`src/rtl/cordic_ctrl_pkg.sv`:
```
// cordic_ctrl_pkg: shared state type, default sizes and width helper
// for the CORDIC single-step controller.
package cordic_ctrl_pkg;

  localparam int N_ITER_DEF = 16;
  localparam int ITER_W_DEF = 4;

  typedef enum logic [2:0] {
    IDLE  = 3'd0,
    ARMED = 3'd1,
    STEP  = 3'd2,
    HOLD  = 3'd3,
    DONE  = 3'd4
  } state_t;

  function automatic int press_w(input int n);
    return $clog2(n + 1);
  endfunction

endpackage

```
`src/rtl/btn_debounce.sv`:
```
// btn_debounce: 2-flop synchroniser plus counting debouncer for a
// raw board button; emits clean level and one-cycle rise/fall pulses.
module btn_debounce #(
  parameter int DEB_CYCLES = 4
) (
  input  logic clk,
  input  logic reset,
  input  logic btn,
  output logic level,
  output logic rise,
  output logic fall
);

  localparam int CW = $clog2(DEB_CYCLES + 1);
  localparam logic [CW-1:0] CMAX = CW'(DEB_CYCLES - 1);

  logic s1, s2;
  logic v1, v2;
  logic init, cand;
  logic [CW-1:0] cnt;

  // After reset the true button level is unknown: it is learned silently
  // so a button held through reset never looks like a fresh press.
  always_ff @(posedge clk) begin
    if (reset) begin
      s1    <= 1'b0;
      s2    <= 1'b0;
      v1    <= 1'b0;
      v2    <= 1'b0;
      init  <= 1'b1;
      cand  <= 1'b0;
      cnt   <= '0;
      level <= 1'b0;
      rise  <= 1'b0;
      fall  <= 1'b0;
    end else begin
      s1   <= btn;
      s2   <= s1;
      v1   <= 1'b1;
      v2   <= v1;
      rise <= 1'b0;
      fall <= 1'b0;
      if (!v2) begin
        cnt <= '0;
      end else if (init) begin
        if (s2 == cand && cnt == CMAX) begin
          level <= cand;
          init  <= 1'b0;
          cnt   <= '0;
        end else if (s2 == cand) begin
          cnt <= cnt + 1'b1;
        end else if (DEB_CYCLES == 1) begin
          level <= s2;
          init  <= 1'b0;
          cnt   <= '0;
        end else begin
          cand <= s2;
          cnt  <= CW'(1);
        end
      end else if (s2 != level) begin
        if (cnt == CMAX) begin
          level <= s2;
          rise  <= s2;
          fall  <= !s2;
          cnt   <= '0;
        end else begin
          cnt <= cnt + 1'b1;
        end
      end else begin
        cnt <= '0;
      end
    end
  end

endmodule

```
`src/rtl/cordic_step_ctrl.sv`:
```
// cordic_step_ctrl: button-driven iteration stepper for the CORDIC core.
// Optional timed auto-stepping is compiled in with CORDIC_AUTO_RUN_EN.
module cordic_step_ctrl
  import cordic_ctrl_pkg::*;
#(
  parameter int N_ITER     = N_ITER_DEF,
  parameter int ITER_W     = ITER_W_DEF,
  parameter int DEB_CYCLES = 4,
  parameter int AUTO_DIV   = 8
) (
  input  logic                       clk,
  input  logic                       reset,
  input  logic                       btn,
  output logic [ITER_W-1:0]          iter_idx,
  output logic                       iter_valid,
  output logic                       stop,
  output logic                       done,
  output logic [press_w(N_ITER)-1:0] press_cnt,
  output logic                       busy
`ifdef CORDIC_AUTO_RUN_EN
  ,
  input  logic                       auto_en
`endif
);

  localparam int PW = press_w(N_ITER);
  localparam logic [ITER_W-1:0] LAST = ITER_W'(N_ITER - 1);
  localparam logic [PW-1:0] PMAX = PW'(N_ITER);
  localparam logic [PW-1:0] PONE = PW'(1);

  state_t state;
  logic rise, fall, unused_level;
  logic go;
  logic [ITER_W-1:0] nidx;
  logic [PW-1:0] pinc;

  btn_debounce #(.DEB_CYCLES(DEB_CYCLES)) u_deb (
    .clk  (clk),
    .reset(reset),
    .btn  (btn),
    .level(unused_level),
    .rise (rise),
    .fall (fall)
  );

  always_comb begin
    nidx = iter_idx;
    if (state == ARMED && press_cnt == PONE) begin
      nidx = '0;
    end else if (iter_idx != LAST) begin
      nidx = iter_idx + 1'b1;
    end
  end

  assign pinc = (press_cnt == PMAX) ? press_cnt : press_cnt + 1'b1;

`ifdef CORDIC_AUTO_RUN_EN
  localparam int TW = $clog2(AUTO_DIV);
  // The STEP cycle is the last tick of each auto period.
  localparam logic [TW-1:0] TC = TW'(AUTO_DIV - 2);
  logic [TW-1:0] tmr;

  assign go = (state == ARMED && fall) ||
              (state == HOLD && !rise && auto_en && tmr == TC);
`else
  localparam int unused_auto_div = AUTO_DIV;

  assign go = state == ARMED && fall;
`endif

  always_ff @(posedge clk) begin
    if (reset) begin
      state      <= IDLE;
      iter_idx   <= '0;
      iter_valid <= 1'b0;
      stop       <= 1'b1;
      done       <= 1'b0;
      press_cnt  <= '0;
      busy       <= 1'b0;
`ifdef CORDIC_AUTO_RUN_EN
      tmr        <= '0;
`endif
    end else begin
      iter_valid <= 1'b0;
      stop       <= 1'b1;
      if (go) begin
        state      <= STEP;
        busy       <= 1'b0;
        iter_valid <= 1'b1;
        iter_idx   <= nidx;
        if (state == HOLD) press_cnt <= pinc;
        if (nidx == LAST) done <= 1'b1;
        else              stop <= 1'b0;
      end else begin
        case (state)
          IDLE: begin
            if (rise) begin
              state     <= ARMED;
              busy      <= 1'b1;
              press_cnt <= PONE;
            end
          end
          ARMED: ;
          STEP: state <= done ? DONE : HOLD;
          HOLD: begin
            if (rise) begin
              state     <= ARMED;
              busy      <= 1'b1;
              press_cnt <= pinc;
            end
          end
          DONE: ;
          default: begin
            state     <= IDLE;
            iter_idx  <= '0;
            done      <= 1'b0;
            press_cnt <= '0;
            busy      <= 1'b0;
          end
        endcase
      end
`ifdef CORDIC_AUTO_RUN_EN
      if (state == HOLD && !rise && auto_en && !go) tmr <= tmr + 1'b1;
      else                                          tmr <= '0;
`endif
    end
  end

endmodule

```
`config.mk`:
```
export PLATFORM = sky130hd
export DESIGN_NAME = cordic_step_ctrl
export DESIGN_NICKNAME = d
export VERILOG_FILES = /design/src/rtl/cordic_ctrl_pkg.sv /design/src/rtl/btn_debounce.sv /design/src/rtl/cordic_step_ctrl.sv
export SDC_FILE = /design/constraint.sdc
export NUM_CORES = 1
export LEC_CHECK = 0
export CAP_MARGIN = 20
export CORE_ASPECT_RATIO = 0.75
export CORE_MARGIN = 10
export CORE_UTILIZATION = 55
export CTS_CLUSTER_SIZE = 14
export DETAILED_ROUTE_END_ITERATION = 8
export HOLD_SLACK_MARGIN = 0.1
export PLACE_DENSITY = 0.83
export SLEW_MARGIN = 20
export SYNTH_ARGS = -nofsm -noshare
export SYNTH_HDL_FRONTEND = slang
export SYNTH_SLANG_ARGS = --single-unit
```
`constraint.sdc`:
```
create_clock -name clk -period 3.7 [get_ports clk]
set_input_delay 0.74 -clock clk [delete_from_list [all_inputs] [get_ports clk]]
set_output_delay 0.74 -clock clk [all_outputs]
set_load 0.03 [all_outputs]
```
Word-level counts from Yosys, hierarchy flattened
Cells that the tools add are included.
W data, S select, Z words.
{"block": "op_classes", "n_addsub": 3, "n_mul": 0, "div": 0, "n_lt_le_gt_ge": 0, "eq_ne": 21, "n_shift": 0, "muxes": 33, "n_bitwise": 8, "reduce_logical": 22}
{"operator": "$mux W5", "count": 5}
{"operator": "$mux W3", "count": 7}
{"operator": "$mux W4", "count": 4}
{"operator": "$pmux W5 S3", "count": 1}
{"operator": "$mux W1", "count": 13}
{"operator": "$ne A2 B1 Y1 const B", "count": 6}
{"operator": "$reduce_and A4 Y1", "count": 3}
{"operator": "$reduce_or A2 Y1", "count": 5}
{"operator": "$reduce_or A5 Y1", "count": 2}
{"operator": "$eq A3 B2 Y1 const B", "count": 3}
{"operator": "$pmux W3 S3", "count": 1}
{"operator": "$not A1 Y1", "count": 8}
{"operator": "$reduce_and A2 Y1", "count": 4}
{"operator": "$ne A3 B2 Y1 const B", "count": 2}
{"operator": "$add A5 B1 Y5 const B", "count": 1}
{"operator": "$eq A5 B1 Y1 const B", "count": 1}
{"operator": "$eq A5 B5 Y1 const B", "count": 1}
{"operator": "$add A4 B1 Y4 const B", "count": 1}
{"operator": "$eq A4 B4 Y1 const B", "count": 1}
{"operator": "$ne A4 B4 Y1 const B", "count": 1}
{"operator": "$reduce_bool A2 Y1", "count": 2}
{"operator": "$add A3 B1 Y3 const B", "count": 1}
{"operator": "$eq A3 B1 Y1 const B", "count": 1}
{"operator": "$eq A3 B3 Y1 const B", "count": 1}
{"operator": "other kinds (10)", "count": 12}
{"block": "word_totals", "ff_bits": 28, "latch_bits": 0, "ramBits": 0, "romBits": 0, "in_bits": 3, "out_inout_bits": 13, "wordCells": 105, "n_memories": 0}

Longest topological paths before layout
{"block": "logic_depth", "ltp_word": 6, "depth_mapped": 6, "mapped_depth_nobuf": 6}

Hierarchy
From an unflattened synthesis, not the netlist that was laid out.
{"block": "hier_totals", "cells_unflattened": 167, "hier_area_um2": 1505.2}
{"module": "cordic_step_ctrl", "n_inst": 1, "cells_per_inst": 105, "area_per_inst_um2": 923.4, "seq_area_each_um2": 320.3}
{"module": "btn_debounce", "n_inst": 1, "cells_per_inst": 62, "area_per_inst_um2": 581.8, "seq_area_each_um2": 240.2}

Least setup slack after synthesis
No wires, ideal clock.
{"block": "synth_path", "path_kind": "flip-flop to flip-flop", "start": "register press_cnt[0]", "end": "register press_cnt[2]", "setup_time_ns": 0.070, "arrival_ns": 1.903, "t_required_ns": 3.630, "slack_ns": 1.727, "stages_incl_launch_ff": 7, "path_buffers": 0, "period_less_slack_ns": 1.973, "path_cell_list": "dfxtp_1 inv_1 ha_1 nor4bb_1 or3_1 or4_1 a21oi_1"}
{"block": "synth_via", "elab_chain_cells": 5, "elab_cells_between_ends": 7, "cone_classes": "add/sub (1); eq/ne (1); mux (5)"}
{"item": "start, declared", "line_no": "cordic_step_ctrl.sv:18", "rtl": "output logic [press_w(N_ITER)-1:0] press_cnt,"}
{"item": "start signal, assigned", "line_no": "cordic_step_ctrl.sv:91", "rtl": "if (state == HOLD) press_cnt <= pinc;"}
{"item": "start signal, assigned", "line_no": "cordic_step_ctrl.sv:109", "rtl": "press_cnt <= pinc;"}
{"item": "$add A5 B1 Y5 or $eq A5 B5 Y1 (tied branches)", "line_no": "cordic_step_ctrl.sv:55", "rtl": "assign pinc = (press_cnt == PMAX) ? press_cnt : press_cnt + 1'b1;"}
{"item": "$mux W5 (*)", "line_no": "cordic_step_ctrl.sv:55"}
{"item": "$mux W5", "line_no": "cordic_step_ctrl.sv:106", "rtl": "if (rise) begin"}
{"item": "$pmux W5 S3", "line_no": "cordic_step_ctrl.sv:95", "rtl": "case (state)"}
{"item": "$mux W5 (*)", "line_no": "cordic_step_ctrl.sv:86", "rtl": "if (go) begin"}
Mark *: on every way between the ends. The rest lies on a longest branch, timed or not. The select of a mux whose other input is x is not followed.
A chain may end at the register's enable or synchronous reset.

Worst setup path after layout
{"block": "layout_path", "start": "register iter_idx[0]", "end": "output iter_idx[0]"}
{"item": "start, declared", "line_no": "cordic_step_ctrl.sv:14", "rtl": "output logic [ITER_W-1:0] iter_idx,"}
{"item": "start signal, assigned", "line_no": "cordic_step_ctrl.sv:90", "rtl": "iter_idx <= nidx;"}
No word-level cell between the ends.

==> impl_results.md <==
* Yosys top cell area share at between 30% and 40%
* Clock sinks at 28
* Commonest non-fill, non-tap cells in the layout: dfxtp_1, nand2_1, clkdlybuf4s50_1
* Total GRT Usage at 12.0%
* Crit path largest cell delay at 0.75 ns
* Worst slew margin at roughly 49%
* FF+latch area at 561 sq um
* Unique cell type count in the Yosys netlist at 47
* Worst-path maximum fanout at 8
* First-pass GRT wire length at roughly 5200 microns
* Mapped Avg Cell Area at 8.39 sq um
* Pre-antenna DRT Iters at 4
* Hold Fails Final Rpt at 0
* Placement Setup Slack at ~1.2 ns
* Skew final at 0.0133 ns
* Placed standard-cell area at roughly 1600 sq um
* Inserted Diodes at 0
* Layout Nets at approximately 200
* Share of layout cells above drive strength 1 at ~4.3%
* Vias in the first global route at 1162
* Kind of critical path: flip-flop to output pin
* Die ar. at roughly 5200 sq um
* Register area share after synthesis at 37.7%
* Power Density at approximately 290 nW/um^2
* Slew Limit Fails at 0
* Hold Startpoint: u_deb.s1
* Cell family with most CP delay: buffers and inverters
* # resized after CTS at 0
* Final setup violation count at 0
* Post-route DRC at 0
* Highest-delay cell along the critical path: clkdlybuf4s50_1
* Number of DRC markers in iteration 0 at ~150
* Post-synth ARST share at 0%
* I/O pin cnt at 16
* Area delta synth->final at 12.5%
* Least-Margin Pin Slew at between 0.7 and 0.8 ns
* Pwr Total at between 400 and 500 uW
* Flop2flop setup slack at between 1.5 and 2 ns
* CTS tree: yes
* WL final at approximately 3200 microns
* H-tree levels at 1
* Peak VDD IR at between 0.00015 and 0.0002 V
* Max-cap violations at 0
* RSZ-0062 raised after global routing: false
* Starting Density at roughly 57%
* Ys flop type: dfxtp_1
* Hold_buf cts at 0
* Crit path buf inv count at 1
* Minimum clock period at 2.38 ns
* Root Driver: clkbuf_4
* F_max at approximately 420 MHz
* Final WS setup at 1.32 ns
* Tightest Hold Check Type: flip-flop to flip-flop
* DR vias at about 1300
* Cell count after synthesis at around 180
* Worst-Skew Late Latency at 0.34 ns
* Multi-input gate area at 830 sq um
* Net Count, Synth at 187
* Die width at 80.0 microns
* Tcrit/Tclk final at approximately 64%
* Leak Pwr at 0.571 nW
* Setup crit end kind: output pin
* Total congestion overflow at 0
* CP Launch Type: flip-flop
* Buffers on Ports at 15
* Reg2Reg Launch Point: press_cnt[0]
* Cell Chain, Critical Path: clkdlybuf4s50_1
* Buffer depth of the longest clock path at 2
* Worst EP required at between 2 and 3 ns
* Initial antenna violation count at 0
* Post-Syn Area at between 1000 and 1500 sq um
* Final Non-Filler Cells at about 220
* #FFs+latches synth at 28
* Placed Cells at ~220
* Most area-hungry cell type in the Yosys netlist: dfxtp_1
* Core area at 2600 sq um
* Area contributors post-synth: dfxtp_1, ha_1, nand2_1, a21oi_1, nor2b_1
* Die Ht at around 65 microns
* # fillers at between 200 and 250
* Antenna Nets Post-Route at 0
* DP Wirelength at around 2300 microns
* Vias per Instance at approximately 6
* WL per Instance at about 14 microns
* Worst-case reg-to-reg path depth at 6
* CP Depth at 1
* Largest net degree at the start of global routing at 20
* Setup bufs post-CTS at 0
* Worst r2r dst: press_cnt[3]
* TritonCTS Buffers at 3
* Worst hold margin at 0.462 ns
* Status: complete, no violations
* Crit path DAT at between 1.5 and 2 ns
* Clk pin slew, worst setup/hold paths at roughly 0.15 ns
* Setup crit end: iter_idx[0]
* Synth warnings at 0
* Finished layout cell area at ~1700 sq um
* Setup TNS at 0 ns
* # rows at 16
* Post-synth EDFFs at 0
* Commonest non-fill, non-tap cell in the layout: dfxtp_1
* Placer Congestion at approximately 0.80
* Crit. Startpoint: iter_idx[0]
* Layout Utilization at 64.2%
synthesized netlist by cell type (5+ instances only):
cell type	instances
dfxtp_1	28
nand2_1	15
inv_1	13
a21oi_1	10
o21ai_0	9
nor2_1	8
nor2b_1	8
ha_1	7
nand2b_1	7
clkbuf_1	6
nand3_1	5
metal layers:
layer	share of wire [%]	global-route usage [%]
met1	43	14.9
met2	50	20.5
met3	6.7	3.86
met5	0	0
met4	0	1.10
final cells by class:
type | instances | area share [%]
Sequential cell | 28 | 33.6
Multi-Input combinational cell | 125 | 49.7
Clock buffer | 4 | 2.17
Inverter | 13 | 2.92
Tap cell | 36 | 2.70
Timing Repair Buffer | 15 | 8.99
how the worst min path moves through the flow:
stage,cells past startpoint,endpoint
detailed placement,1,u_deb.s2
global route,1,u_deb.s2
finish,1,u_deb.s2
global placement,1,u_deb.v2
CTS,1,u_deb.s2
floorplan,1,u_deb.s2
power breakdown:
part / switching [mW] / total [mW] / internal [mW] / leakage, nW
clock: 0.0902 / 0.151 / 0.0603 / 0.0210
combinational: 0.0124 / 0.0223 / 0.00984 / 0.323
sequential: 0.0105 / 0.317 / 0.306 / 0.227
state kept, by name, indices dropped and copies added, names as in the netlist:
name,flops
u_deb.s2,1
u_deb.s1,1
u_deb.level,1
u_deb.cnt,3
u_deb.fall,1
u_deb.v2,1
iter_valid,1
iter_idx,4
u_deb.init,1
u_deb.rise,1
done,1
u_deb.v1,1
state,3
press_cnt,5
u_deb.cand,1
stop,1
busy,1
cells by family after synthesis:
family | Yosys count | synth area share [%]
AND/OR/NAND/NOR | 69 | 27.1
AO/OA/AOI/OAI | 44 | 19.7
flip-flops | 28 | 37.7
buffers and inverters | 24 | 6.40
adder cells (fa/ha/maj) | 7 | 5.90
XOR/XNOR | 3 | 1.77
multiplexers | 2 | 1.35
Note: power is estimated with default switching activity, not from simulation.
